[src/rtl/beep_tone_gen.sv]
// Square-wave buzzer driver: plays each note period for a fixed beat, then pulses note_adv.
// Optional articulation gap between notes is compiled in with `define BEEP_GAP_EN.
module beep_tone_gen #(
   parameter int unsigned BEAT_CYCLES = 12_500_000,
   parameter int unsigned GAP_CYCLES  = 1_250_000
) (
   input  logic        clk,
   input  logic        rst,
   input  logic        en,
   input  logic [31:0] period,
   output logic        beep,
   output logic        note_adv,
   output logic        playing
);

   localparam logic [31:0] BeatLast = 32'(BEAT_CYCLES - 1);

   if (BEAT_CYCLES < 1 || GAP_CYCLES < 1) begin : g_param_check
      $error("beep_tone_gen: BEAT_CYCLES and GAP_CYCLES must be at least 1");
   end

`ifdef BEEP_GAP_EN
   typedef enum logic [1:0] {StIdle, StLoad, StPlay, StGap} state_e;
`else
   typedef enum logic [1:0] {StIdle, StLoad, StPlay} state_e;
`endif

   state_e      state_q, state_d;
   logic [31:0] per_q, per_d;
   logic [31:0] half_q, half_d;
   logic [31:0] tone_cnt_q, tone_cnt_d;
   logic [31:0] beat_cnt_q, beat_cnt_d;
   logic        beep_q, beep_d;
   logic        beat_end;
   logic        tone_wrap;

   assign beat_end  = (beat_cnt_q == BeatLast);
   // Wrapping at per-1 keeps a period of 32'hFFFF_FFFF free of overflow.
   assign tone_wrap = (tone_cnt_q == per_q - 32'd1);

`ifdef BEEP_GAP_EN
   localparam logic [31:0] GapLast = 32'(GAP_CYCLES - 1);

   logic [31:0] gap_cnt_q, gap_cnt_d;
   logic        gap_end;

   assign gap_end = (gap_cnt_q == GapLast);

   always_comb begin
      gap_cnt_d = 32'd0;
      if (state_q == StGap) begin
         gap_cnt_d = gap_cnt_q + 32'd1;
      end
   end

   always_ff @(posedge clk) begin
      if (rst) begin
         gap_cnt_q <= 32'd0;
      end else begin
         gap_cnt_q <= gap_cnt_d;
      end
   end
`endif

   // Next-state and note_adv; a dropped enable always wins over the beat end.
   always_comb begin
      state_d  = state_q;
      note_adv = 1'b0;
      unique case (state_q)
         StIdle: begin
            if (en) begin
               state_d = StLoad;
            end
         end
         StLoad: begin
            state_d = en ? StPlay : StIdle;
         end
         StPlay: begin
            if (!en) begin
               state_d = StIdle;
            end else if (beat_end) begin
               note_adv = 1'b1;
`ifdef BEEP_GAP_EN
               state_d  = StGap;
`else
               state_d  = StLoad;
`endif
            end
         end
`ifdef BEEP_GAP_EN
         StGap: begin
            if (!en) begin
               state_d = StIdle;
            end else if (gap_end) begin
               state_d = StLoad;
            end
         end
`endif
         default: begin
            state_d = StIdle;
         end
      endcase
   end

   // Tone datapath: the period is latched only in LOAD so a note never glitches.
   always_comb begin
      per_d      = per_q;
      half_d     = half_q;
      tone_cnt_d = tone_cnt_q;
      beat_cnt_d = beat_cnt_q;
      beep_d     = 1'b0;
      if (state_q == StLoad) begin
         per_d      = period;
         half_d     = period >> 1;
         tone_cnt_d = 32'd0;
         beat_cnt_d = 32'd0;
      end else if (state_q == StPlay) begin
         beat_cnt_d = beat_cnt_q + 32'd1;
         tone_cnt_d = tone_wrap ? 32'd0 : tone_cnt_q + 32'd1;
         beep_d     = en && !beat_end && (per_q >= 32'd2) && (tone_cnt_q < half_q);
      end
   end

   always_ff @(posedge clk) begin
      if (rst) begin
         state_q    <= StIdle;
         per_q      <= 32'd0;
         half_q     <= 32'd0;
         tone_cnt_q <= 32'd0;
         beat_cnt_q <= 32'd0;
         beep_q     <= 1'b0;
      end else begin
         state_q    <= state_d;
         per_q      <= per_d;
         half_q     <= half_d;
         tone_cnt_q <= tone_cnt_d;
         beat_cnt_q <= beat_cnt_d;
         beep_q     <= beep_d;
      end
   end

   assign beep    = beep_q;
   assign playing = (state_q != StIdle);

endmodule
[config.mk]
export PLATFORM = sky130hd
export DESIGN_NAME = beep_tone_gen
export DESIGN_NICKNAME = d
export VERILOG_FILES = /design/src/rtl/beep_tone_gen.sv
export SDC_FILE = /design/constraint.sdc
export NUM_CORES = 1
export LEC_CHECK = 0
export BUFFER_PORTS_ARGS = -buffer_cell sky130_fd_sc_hd__buf_2
export CAP_MARGIN = 0
export CORE_ASPECT_RATIO = 0.6
export CORE_MARGIN = 4
export CORE_UTILIZATION = 45
export CTS_CLUSTER_SIZE = 8
export DETAILED_ROUTE_END_ITERATION = 6
export PLACE_DENSITY = 0.61
export REMOVE_ABC_BUFFERS = 1
export SYNTH_ARGS = -nofsm -noshare
export SYNTH_HDL_FRONTEND = slang
export SYNTH_SLANG_ARGS = --single-unit
[constraint.sdc]
create_clock -name clk -period 2.82 [get_ports clk]
set_input_delay 0.141 -clock clk [delete_from_list [all_inputs] [get_ports clk]]
set_output_delay 0.141 -clock clk [all_outputs]
set_load 0.01 [all_outputs]
# Word-level counts from Yosys, hierarchy flattened
# Cells that the tools add are included.
# totals
register_bits,130
in_bits,35
out_inout_bits,3
word_cells,36
# classes
add_sub_neg,3
magnitude_cmp,2
eq_ne,6
n_mux,9
n_bitwise,1
n_reduce_logical,9
# op_table
op,count
"adder 32 x 1 -> 32 bit, second input constant",2
"== test 32 x 24 -> 1 bit, second input constant",1
== test 32 bit,1
">= comparator 32 x 2 -> 1 bit, second input constant",1
less-than comparator 32 x 31 -> 1 bit,1
two-way mux 32 bit,1
"subtractor 32 x 1 -> 32 bit, second input constant",1
two-way mux 2 bit,4
case mux 2 bit (3 select lines),1
logical AND 1 bit,3
two-way mux 1 bit,3
"!= test 3 bit, second input constant",1
OR reduction 3 bit,1
"== test 2 x 1 -> 1 bit, second input constant",1
"== test 2 bit, second input constant",1
logical NOT 2 bit,1
"!= test 2 bit, second input constant",1
AND reduction 2 bit,1
nonzero test 2 bit,1
OR reduction 2 bit,1
logical NOT 1 bit,1
NOT 1 bit,1

# Depth between registers and ports, before layout
# depth
depth_word,5
depth_mapped,11
ltp_nobuf,10

# Worst setup path after synthesis
# No wires, ideal clock.
# synth_timing
path_type,register -> register
start,register per_q[0]
end,register tone_cnt_q[21]
setup_ps,136
t_arrival_ps,2697
required_ps,2684
path_slack_ps,-13
stages_incl_launch_ff,12
n_path_buf,1
synth_period_minus_slack_ps,2833
cell_sequence,dfxtp_1 -> inv_1 -> ha_1 -> or3b_2 -> nor3_2 -> and2_1 -> a41oi_1 -> a311oi_1 -> nand4_1 -> nor4b_4 -> buf_6 -> nor3_2
# synth_via
elab_chain_len,3
# synth_rtl
item,line,text
start: declaration,29,"logic [31:0] per_q, per_d;"
start signal: assignment,134,per_q <= per_d;
subtractor 32 x 1 -> 32 bit,39,assign tone_wrap = (tone_cnt_q == per_q - 32'd1);
== test 32 bit,39,
two-way mux 32 bit,119,tone_cnt_d = tone_wrap ? 32'd0 : tone_cnt_q + 32'd1;
end signal: assignment,136,tone_cnt_q <= tone_cnt_d;
end: declaration,31,"logic [31:0] tone_cnt_q, tone_cnt_d;"
# No other way between the ends.
# A chain may end at the register's enable or synchronous reset.

# Final worst setup path
# layout_timing
start,register per_q[12]
end,register tone_cnt_q[27]
# The elaborated chain is that of the path after synthesis.

==> impl_metrics.json <==
{
  "rsz0062_at_grt": "true",
  "pin_count": 38,
  "worstSkewPairLatency_ps": 350,
  "io_buffer_count": 37,
  "grt_pass1_vias": 5242,
  "first_pass_iters": 5,
  "clkSinkCount": 99,
  "relSlewSlack": 0.537,
  "cpPeakStageDelay_ps": 600,
  "finalCriticalPeriod_ps": 2810,
  "route.vias.total": 5541,
  "min_period_over_period": 0.995,
  "ant_nets": 0,
  "clock_path_buffers": 2,
  "wl_um": 16900,
  "via_per_inst": 5.55,
  "holdWs_ps": 29.6,
  "cp_slowest_cell": "or4_4",
  "hp-class": "input port to flop",
  "grt_max_degree": 56,
  "dp_hpwl_um": 12600,
  "syn_area_sq_um": 6190,
  "setup_tns_ps": 0,
  "crit_fanout": 9,
  "core_sq_um": 13100,
  "die_x_um": 159,
  "first_iter_violations": 555,
  "hold_viol": 0,
  "overflow": 0,
  "grt.total_usage": 0.213,
  "antenna_found_initial": 0,
  "die-area_sq_um": 15800,
  "p_leak_nw": 2.90,
  "cap_violations": 0,
  "ys_seq_elements": 99,
  "dp.cells": 981,
  "peakVddDrop_v": 0.000388,
  "yosysSeqAreaShare": 0.320,
  "root_buffer": "clkbuf_16",
  "worstPathArrival_ps": 3030,
  "crit_top_cell": "buf_6",
  "required_ps": 3040,
  "area_growth_pct": 17.3,
  "place_congestion": 0.886,
  "finalSetupViolCount": 0,
  "status": "finished clean",
  "drc_errors": 0,
  "yosysWarningCount": 0,
  "cts_max_level": 3,
  "power_w": 0.00349,
  "die_h_um": 98.8,
  "crit_type": "flop to flop",
  "yosys.cell_types.count": 59,
  "dp_slack_ps": -206,
  "worst_slack_ps": 13.8,
  "syn_inst": 752,
  "nNetsFinal": 893,
  "worst_pin_slew_ps": 677,
  "path_delay_family": "simple AND/OR/NAND/NOR gates",
  "wl_per_cell_um": 16.9,
  "ys_async_sr_fraction": 0,
  "initial_core_util": 0.471,
  "avgSynthCellArea_sq_um": 8.23,
  "fp-row-count": 32,
  "startpoint_type": "flop",
  "cp-end-kind": "flop",
  "timing.fmax_ghz": 0.356,
  "synth_ff_type": "dfxtp_1",
  "path_cells": "or4_4 > nor4_4 > buf_6 > nand4_1 > o211ai_1 > nor3b_2 > o22ai_2 > nor4b_4 > buf_6 > buf_6 > nor3_2",
  "layout.cells.non_filler": 999,
  "cts_buffers": 9,
  "cts_tree": "yes",
  "crit_buf_inv": 3,
  "drive_above_1_share": 0.203,
  "slew_violations": 0,
  "antenna_cells": 0,
  "path_clk_slew_ps": 70,
  "powerDensity_nw_per_um2": 481,
  "synth-edff-count": 0,
  "grt_pass1_wl_um": 27300,
  "worst_clock_skew_ps": 8.71
}
## final timing paths
path | startpoint | end | slack (ps) | cells past startpoint
max | per_q[12]$_SDFFE_PP0P_ | tone_cnt_q[27]$_SDFFE_PP0N_ | 10 | 11
min | period[29] | per_q[29]$_SDFFE_PP0P_ | 30 | 3
max reg2reg | per_q[12]$_SDFFE_PP0P_ | tone_cnt_q[27]$_SDFFE_PP0N_ | 10 | 11
min reg2reg | beat_cnt_q[1]$_SDFFE_PP0N_ | beat_cnt_q[1]$_SDFFE_PP0N_ | 500 | 2
## cells in the final DEF (no fill, tap or decap), types with 4 or more instances in the layout
cell / netlist / layout
dfxtp_1: 99 / 99
nor4_1: 15 / 13
buf_6: 6 / 5
or3_1: 4 / 4
buf_2: 1 / 37
buf_4: 2 / 53
a21oi_1: 51 / 50
ha_1: 34 / 34
xor2_1: 54 / 54
and2_1: 6 / 6
clkbuf_16: 0 / 9
xnor2_1: 48 / 48
and3_1: 18 / 18
nor3_1: 14 / 12
nor2_1: 60 / 60
or4_1: 5 / 4
o21ai_0: 10 / 10
nand3_1: 29 / 29
nand4_1: 31 / 31
and4_1: 4 / 4
o211ai_1: 4 / 4
nor3_2: 32 / 33
inv_1: 40 / 40
nand2_1: 101 / 101
a21o_1: 10 / 10
## worst min-delay path: stages
cell and delay, ps:
buf_2 100, nand2_1 40, a21oi_1 50
## per-stage QoR
| stage | utilization | area (sq um) |
|---|---|---|
| after floorplan | - | 5980 |
| after global placement | 0.520 | 6840 |
| after detailed placement | 0.520 | 6840 |
| after CTS | 0.551 | 7240 |
| after global routing | 0.553 | 7260 |
| final | 0.553 | 7260 |
## registers in the layout, summed over array words and instances (netlist names)
| name | cells |
|---|---|
| beat_cnt_q | 32 |
| per_q | 32 |
| tone_cnt_q | 32 |
| state_q | 2 |
| beep | 1 |
## area by class of cell
cell class	count	area, sq um
well taps	170	213
clock buffers	11	253
flip-flops and latches	99	1980
multi-input cells	577	3910
repair buffers	97	674
clock inverters	5	82.6
fillers	1214	5870
inverters	40	150
## logic make-up (layout without fill, tap and decap cells)
kind of cell,count (synthesis),after routing,synth area share
AO/OA/AOI/OAI,96,96,0.0958
multiplexers,1,1,0.00182
AND/OR/NAND/NOR,344,344,0.312
buffers and inverters,76,153,0.0574
XOR/XNOR,102,102,0.144
flip-flops,99,99,0.320
adder cells (fa/ha/maj),34,34,0.0687
## power by group
part | total, W | switching [W] | internal (W)
clock | 0.00140 | 0.000566 | 0.000832
combinational | 0.000651 | 0.000354 | 0.000298
sequential | 0.00144 | 0.0000222 | 0.00142
## routing by layer
layer | up-vias | global-route usage | part of all wire
li1 | 2739 | - | -
met1 | 2601 | 0.322 | 0.51
met2 | 181 | 0.302 | 0.40
met3 | 20 | 0.0589 | 0.078
met4 | 0 | 0.0393 | 0.011
met5 | - | 0 | 0
## repair_timing
item	4_1_cts	5_1_grt
hold buffers	0	0
resized for setup	14	3
pin swaps	3	5
buffers inserted	1	0
setup endpoints to repair	32	32
gates cloned	1	0
hold endpoints to repair	0	0
## synth_stat cells, types with 2 or more instances
cell type,number,share of area
inv_1,40,0.024
a211o_1,2,0.0028
a211oi_1,3,0.0036
and4_1,4,0.0057
and2_1,6,0.0061
xnor2_1,48,0.068
o21ai_0,10,0.0081
a311oi_1,2,0.0028
buf_4,2,0.0024
buf_6,6,0.011
dlygate4sd1_1,2,0.0028
or4_4,2,0.0036
a21o_1,10,0.012
xor2_1,54,0.076
nor2_1,60,0.036
nor2b_1,3,0.0030
nor3_1,14,0.011
nand2b_1,4,0.0040
nor3_2,32,0.052
nor4_4,2,0.0069
o211ai_1,4,0.0049
nand3_1,29,0.023
a41oi_1,3,0.0042
ha_1,34,0.069
dfxtp_1,99,0.32
nor4b_1,2,0.0028
nor4_1,15,0.015
a21oi_1,51,0.041
and3_1,18,0.018
nand2_1,101,0.061
a31oi_1,2,0.0020
or3_1,4,0.0040
clkbuf_1,24,0.015
or4_1,5,0.0061
nand4_1,31,0.031
(Power assumes the default switching activity.)
